**src/rtl/dds_phase_accum.sv**
```systemverilog
// DDS phase accumulator: FTW accumulation through 4-bit ripple slices, static phase offset,
// registered truncated phase with wrap pulse, and immediate or at-wrap tuning-word update.
module dds_phase_accum #(
    parameter int unsigned ACC_WIDTH = 32,
    parameter int unsigned OUT_WIDTH = 12
) (
    input  logic                 clk,
    input  logic                 rst,
    input  logic                 en,
    input  logic                 sync_clr,
    input  logic                 upd_at_wrap,
    input  logic [ACC_WIDTH-1:0] ftw_in,
    input  logic                 ftw_valid,
    output logic                 ftw_ready,
    input  logic [ACC_WIDTH-1:0] phase_off,
    output logic [OUT_WIDTH-1:0] phase_out,
    output logic                 phase_valid,
    output logic                 wrap
);

    localparam int unsigned NUM_SLICES = ACC_WIDTH / 4;
    localparam int unsigned OUT_SHIFT  = ACC_WIDTH - OUT_WIDTH;

    typedef enum logic {
        IDLE    = 1'b0,
        PENDING = 1'b1
    } state_t;

    state_t                 state;
    state_t                 state_nxt;
    logic [ACC_WIDTH-1:0]   acc;
    logic [ACC_WIDTH-1:0]   acc_nxt;
    logic [ACC_WIDTH-1:0]   ftw_active;
    logic [ACC_WIDTH-1:0]   ftw_active_nxt;
    logic [ACC_WIDTH-1:0]   ftw_shadow;
    logic [ACC_WIDTH-1:0]   ftw_shadow_nxt;
    logic                   wrap_nxt;
    logic                   en_d;
    logic                   xfer;
    logic [ACC_WIDTH:0]     add_res;
    logic [OUT_WIDTH-1:0]   phase_top;

    // Chain of 4-bit slices; each slice's carry-out is the next slice's carry-in.
    function automatic logic [ACC_WIDTH:0] ripple_add(
        input logic [ACC_WIDTH-1:0] a,
        input logic [ACC_WIDTH-1:0] b
    );
        logic [ACC_WIDTH-1:0] sum;
        logic                 carry;
        logic [4:0]           slice;
        sum   = '0;
        carry = 1'b0;
        for (int unsigned i = 0; i < NUM_SLICES; i++) begin
            slice            = 5'(a[4*i +: 4]) + 5'(b[4*i +: 4]) + 5'(carry);
            sum[4*i +: 4]    = slice[3:0];
            carry            = slice[4];
        end
        return {carry, sum};
    endfunction

    assign add_res   = ripple_add(acc, ftw_active);
    // Offset carry is dropped by the ACC_WIDTH-wide sum before truncation.
    assign phase_top = OUT_WIDTH'(ACC_WIDTH'(acc + phase_off) >> OUT_SHIFT);
    assign xfer      = ftw_valid & ftw_ready;

    always_comb begin
        state_nxt      = state;
        acc_nxt        = acc;
        ftw_active_nxt = ftw_active;
        ftw_shadow_nxt = ftw_shadow;
        wrap_nxt       = 1'b0;

        if (sync_clr) begin
            acc_nxt = '0;
        end else if (en) begin
            acc_nxt  = add_res[ACC_WIDTH-1:0];
            wrap_nxt = add_res[ACC_WIDTH];
        end

        case (state)
            IDLE: begin
                if (xfer) begin
                    if (upd_at_wrap) begin
                        ftw_shadow_nxt = ftw_in;
                        state_nxt      = PENDING;
                    end else begin
                        ftw_active_nxt = ftw_in;
                    end
                end
            end
            PENDING: begin
                // The wrapping accumulation itself still used the old word.
                if (en && !sync_clr && add_res[ACC_WIDTH]) begin
                    ftw_active_nxt = ftw_shadow;
                    state_nxt      = IDLE;
                end
            end
            default: state_nxt = IDLE;
        endcase
    end

    always_ff @(posedge clk) begin
        if (rst) begin
            state       <= IDLE;
            acc         <= '0;
            ftw_active  <= '0;
            ftw_shadow  <= '0;
            ftw_ready   <= 1'b0;
            phase_out   <= '0;
            phase_valid <= 1'b0;
            wrap        <= 1'b0;
            en_d        <= 1'b0;
        end else begin
            state       <= state_nxt;
            acc         <= acc_nxt;
            ftw_active  <= ftw_active_nxt;
            ftw_shadow  <= ftw_shadow_nxt;
            ftw_ready   <= (state_nxt == IDLE);
            phase_out   <= phase_top;
            en_d        <= en;
            phase_valid <= en_d;
            wrap        <= wrap_nxt;
        end
    end

endmodule
```
**config.mk**
```make
export PLATFORM = sky130hd
export DESIGN_NAME = dds_phase_accum
export DESIGN_NICKNAME = d
export VERILOG_FILES = /design/src/rtl/dds_phase_accum.sv
export SDC_FILE = /design/constraint.sdc
export NUM_CORES = 1
export LEC_CHECK = 0
export ABC_AREA = 1
export CELL_PAD_IN_SITES_DETAIL_PLACEMENT = 1
export CELL_PAD_IN_SITES_GLOBAL_PLACEMENT = 1
export CORE_ASPECT_RATIO = 0.75
export CORE_MARGIN = 1
export CORE_UTILIZATION = 44
export CTS_CLUSTER_DIAMETER = 50
export DETAILED_ROUTE_END_ITERATION = 6
export GPL_TIMING_DRIVEN = 0
export PLACE_DENSITY_LB_ADDON = 0.1
export SLEW_MARGIN = 15
export SYNTH_ARGS = -nofsm -noshare
export SYNTH_HDL_FRONTEND = slang
export SYNTH_SLANG_ARGS = --single-unit
```
**constraint.sdc**
```tcl
create_clock -name clk -period 14.8 [get_ports clk]
set_input_delay 1.48 -clock clk [delete_from_list [all_inputs] [get_ports clk]]
set_output_delay 1.48 -clock clk [all_outputs]
set_load 0.02 [all_outputs]
```
== Yosys cells after proc, flatten, opt, wreduce, memory -nomap -nowiden ==
Index checks and enable logic that the tools add are counted.

* Register bits after elaboration: 113
* Logic and storage cells: 47
* Output and inout bits: 15

* Add/sub/neg operators: 16
* Bitwise operators: 4
* Mux-type cells: 8
* Eq/ne operators: 3
* Reduce and logical (&&, ||, !) cells: 7

{| class="wikitable"
|+ Operators with widths
! cell !! count
|-
| 32-bit 2-to-1 mux || 3
|-
| 32-bit case mux with 2 select lines || 1
|-
| 4-bit by 4-bit adder with 5-bit output || 8
|-
| 5-bit by 1-bit adder with 5-bit output || 7
|-
| 32-bit adder || 1
|-
| 3-bit AND reduction || 2
|-
| 2-bit != test (second input constant) || 2
|-
| 1-bit 2-to-1 mux || 3
|-
| 1-bit NOT || 3
|-
| 3-bit OR reduction || 1
|-
| 1-bit logical AND || 2
|-
| 2-bit by 1-bit != test with 1-bit output (second input constant) || 1
|-
| 1-bit case mux with 2 select lines || 1
|-
| 2-bit OR reduction || 1
|-
| 1-bit AND || 1
|-
| 1-bit zero test || 1
|}

== Logic depth before layout (Yosys ltp) ==
* Depth after elaboration: 12
* Gate-level depth with buffers: 39
* Depth with buffers taken out: 38

== Least setup slack after synthesis ==
OpenSTA, ideal clock, no wires.

* Path type: register to register
* Start point: register acc[0]
* End point: register ftw_active[1]
* Path buffers: 1
* Cell stages (with the launch flop): 39
* Slack: 6.391 ns
* Library setup time: 0.115 ns
* Arrival time: 8.294 ns
* Data required time: 14.685 ns
* Path through: dfxtp_1 ha_1 fa_1 nand3_1 nand2_1 fa_1 fa_1 nand3_1 nand2_1 fa_1 fa_1 nand3_1 nand2_1 fa_1 fa_1 nand3_1 nand2_1 fa_1 [... 3 more ...] fa_1 fa_1 nand3_1 nand2_1 fa_1 fa_1 nand3_1 nand2_1 fa_1 fa_1 a21oi_2 nor2_1 o21ai_2 nand2_2 nand2_8 buf_6 o21ai_1 and2_1

* Word-level cells in the longest chain between the ends: 11

{| class="wikitable"
|+ Ends and longest elaborated chain
! element !! RTL line !! RTL
|-
| start, declared || 31 || <nowiki>logic [ACC_WIDTH-1:0] acc;</nowiki>
|-
| start signal, assigned || 115 || <nowiki>acc <= acc_nxt;</nowiki>
|-
| 4-bit by 4-bit adder with 5-bit output || 54 || <nowiki>slice = 5'(a[4*i +: 4]) + 5'(b[4*i +: 4]) + 5'(carry);</nowiki>
|-
| 5-bit by 1-bit adder with 5-bit output (7 in series) || 54 ||
|-
| 1-bit logical AND || 93 || <nowiki>if (en && !sync_clr && add_res[ACC_WIDTH]) begin</nowiki>
|-
| 2-bit by 1-bit != test with 1-bit output (no line) || - ||
|-
| 3-bit AND reduction (no line) || - ||
|-
| end signal, assigned || 116 || <nowiki>ftw_active <= ftw_active_nxt;</nowiki>
|-
| end, declared || 33 || <nowiki>logic [ACC_WIDTH-1:0] ftw_active;</nowiki>
|}

Every way passes these cells.
A chain may end at the register's enable or synchronous reset.

== Worst setup path in the final report ==
* Start point: register acc[0]
* End point: register ftw_active[17]

The elaborated chain is that of the path after synthesis.

==> results.md <==
- Die Wd: 153 um
- Fin. max-slew vios: 0
- IO Port Bufs: 83
- Hold_buf cts: 0
- Synth Flop Type: dfxtp_1
- Hold slack: 410 ps
- Yosys warning count: 0
- Cell taking the most area after synthesis: dfxtp_1
- Placed Area: 8640 sq um
- DIE AREA: 17700 sq um
- CP max stage cell: fa_1
- First-pass GRT wire length: 37100 um
- CP Capture Type: register
- Root buf cell: clkbuf_16
- Critical path class: register to register
- Peak supply drop: roughly 0.063 mV
- Leakage power: roughly 4.6 nW
- # H-tree levels: 4
- Initial core utilization: 44.9%
- RSZ-0062 raised after global routing: no
- Chip height: 115 um
- Startpoint types: register
- DR WL met2: roughly 11000 um
- Clock Skew: 10.1 ps
- Largest net degree at the start of global routing: 17
- Post-route DRC: 0
- Routed via count: 7242
- Post-synth EDFFs: 0
- Clock latency on the worst-skew pair: between 400 and 500 ps
- I/O pin cnt: 85
- Hold/Removal Path Class: register to register
- Vias in the first global route: ~7400
- WL met3: about 1100 um
- Top cells by count, synth: nand2_1 (326), inv_1 (133), dfxtp_1 (113)
- Final count of hold timing violations: 0
- Post-Synth Adder-Cell Area: 13.1%
- Design area: 9260 sq um
- Status: completed
- Num CTS Buffers: 17
- Critical path peak fanout: 10
- # rows: 41
- Fin nets: 1326
- Top-area cell type share of the netlist area: 30.0%
- Largest family of logic cells by synthesized area: simple AND/OR/NAND/NOR gates
- Via density: 5.13
- Antenna Nets Post-Route: 0
- Crit-path leading delay family: adder cells
- Cell with the most instances on the worst path: fa_1
- Mux share of post-synthesis cell area: 4.25%
- Setup TNS: 0 ps
- Worst-margin pin slew: 721 ps
- DRT Pass-1 Iters: 4
- Final setup viols: 0
- Synth area leaders: dfxtp_1 (30%), nand2_1 (16%), ha_1 (9.1%)
- Synth Net Count: 1224
- WL per Instance: 16.4 um
- Total area of sequential cells: 2260 sq um
- Synth Area in XOR/XNOR: under 10%
- Area occupied by multi-input gates: about 4500 sq um
- GP Congestion: roughly 0.86
- Fill cell count: 2213
- Inserted Diodes: 0
- Synth Register Bits: approximately 110
- Rel. slew slack: 51.9%
- Core area: 16800 sq um
- Initial antenna violation count: 0
- Top sig layer: met4
- Post_cts resized: 0
- Iteration-0 DRC count of the detailed router: 393
- Longest Clk Path Bufs: 2
- Crit share post-route: 62.9%
- Sequential share of the synthesized area: 30.0%
- Setup Buffers After CTS: 0
- Simple-Gate Fraction of Synth Area: 29.9%
- CP Data Required Time: 15110 ps
- Mapped Avg Cell Area: slightly below 7 sq um
- Cell area power density: about 99 nW/um^2
- Yosys cell types: 34
- Bufs and invs on worst path: 1
- GRT Total Usage: 27.2%
- Mapped Cells: 1084
- DPL Wire Length: roughly 18000 um
- CTS tree: built
- Clk slew on worst S/H paths: about 60 ps
- Area Growth Syn to Fin: 22.9%
- Fmax: ~110 MHz
- WL final: 23100 um
- Post-synthesis cell area: 7540 sq um
- Worst EP arrival: 9620 ps
- Count leader, synth: nand2_1
- Post-Route M1 WL: 11200 um
- Ys async rst share: 0%
- Max Cap Viol: 0
- Complex-gate fraction of the synthesized area: 11.1%
- Slowest stage delay, CP: ~450 ps
- Final period demand of the worst path: 9310 ps
- Fraction of layout cells with a size suffix above 1: between 8 and 9%
- Clock Sinks: about 110
- GR Overflow Total: 0
-- tightest hold or removal path, cell delays in order, from the launching register on --
cell and delay [ps]:
dfxtp_1 300, inv_1 50, nor2_1 30
-- through the flow --
step	cells	total power, W	setup slack, ps	util (%)
after floorplan	1084	0.000420	6390	-
after global placement	1382	0.000472	5700	51.5
after detailed placement	1382	0.000477	5650	51.5
after CTS	1413	0.000921	5510	55.2
after global routing	1413	0.000947	5000	55.2
final	1413	0.000915	5490	55.2
-- cell type report --
class                   count  area share [%]
plain buffers              34            2.28
clock buffers              18            4.74
clock inverters            13            2.01
inverters                 137            5.55
multi-input cells         800            49.1
flip-flops and latches    113            24.4
well taps                 215            2.90
repair buffers             83            8.97
-- cells in the final DEF (no fill, tap or decap), types with 2 or more instances in the layout --
cell type / count
inv_2: 4
nor3_2: 2
a21o_1: 9
buf_6: 3
dfxtp_1: 113
bufinv_16: 4
nor3_1: 9
nand2_1: 326
clkdlybuf4s50_1: 83
nand2_2: 30
xnor2_1: 8
nand4_1: 4
clkinvlp_4: 4
fa_1: 15
ha_1: 55
o21bai_1: 2
clkbuf_16: 17
mux2i_1: 32
and2_1: 33
o21ai_0: 16
o21ai_1: 25
clkinv_4: 2
xor2_1: 9
nand3_1: 22
nor2_2: 4
clkbuf_1: 19
nor2_1: 90
buf_12: 3
buf_2: 7
o21ai_2: 9
clkinv_2: 2
nand3b_1: 4
a21oi_1: 92
inv_1: 133
-- kinds of logic after synthesis --
| family | Yosys count |
|---|---|
| AND/OR/NAND/NOR | 527 |
| buffers and inverters | 171 |
| AO/OA/AOI/OAI | 154 |
| flip-flops | 113 |
| adder cells (fa/ha/maj) | 70 |
| multiplexers | 32 |
| XOR/XNOR | 17 |
-- final timing paths --
kind                              from              to  slack (ps)  cells after the start
worst max-delay path            acc[0]  ftw_active[17]        5490                     38
worst min-delay path              en_d     phase_valid         410                      2
worst max register to register  acc[0]  ftw_active[17]        5490                     38
worst min register to register    en_d     phase_valid         410                      2
-- where the power goes --
part / switching (W) / internal [W]
Clock: 0.000157 / 0.000285
Combinational: 0.0000827 / 0.0000616
Sequential: 0.0000106 / 0.000318
-- registers in the layout (all words and copies together) (netlist names) --
| register | count |
|---|---|
| acc | 32 |
| en_d | 1 |
| ftw_active | 32 |
| ftw_ready | 1 |
| ftw_shadow | 32 |
| phase_out | 12 |
| phase_valid | 1 |
| state | 1 |
| wrap | 1 |
-- layer usage --
metal  up-vias  track usage [%]
met3        28             4.26
li1       3624                -
met2       150             45.0
met5         -                0
met4         0             8.69
met1      3440             36.6
No activity file was read; power rests on OpenSTA's default activity.
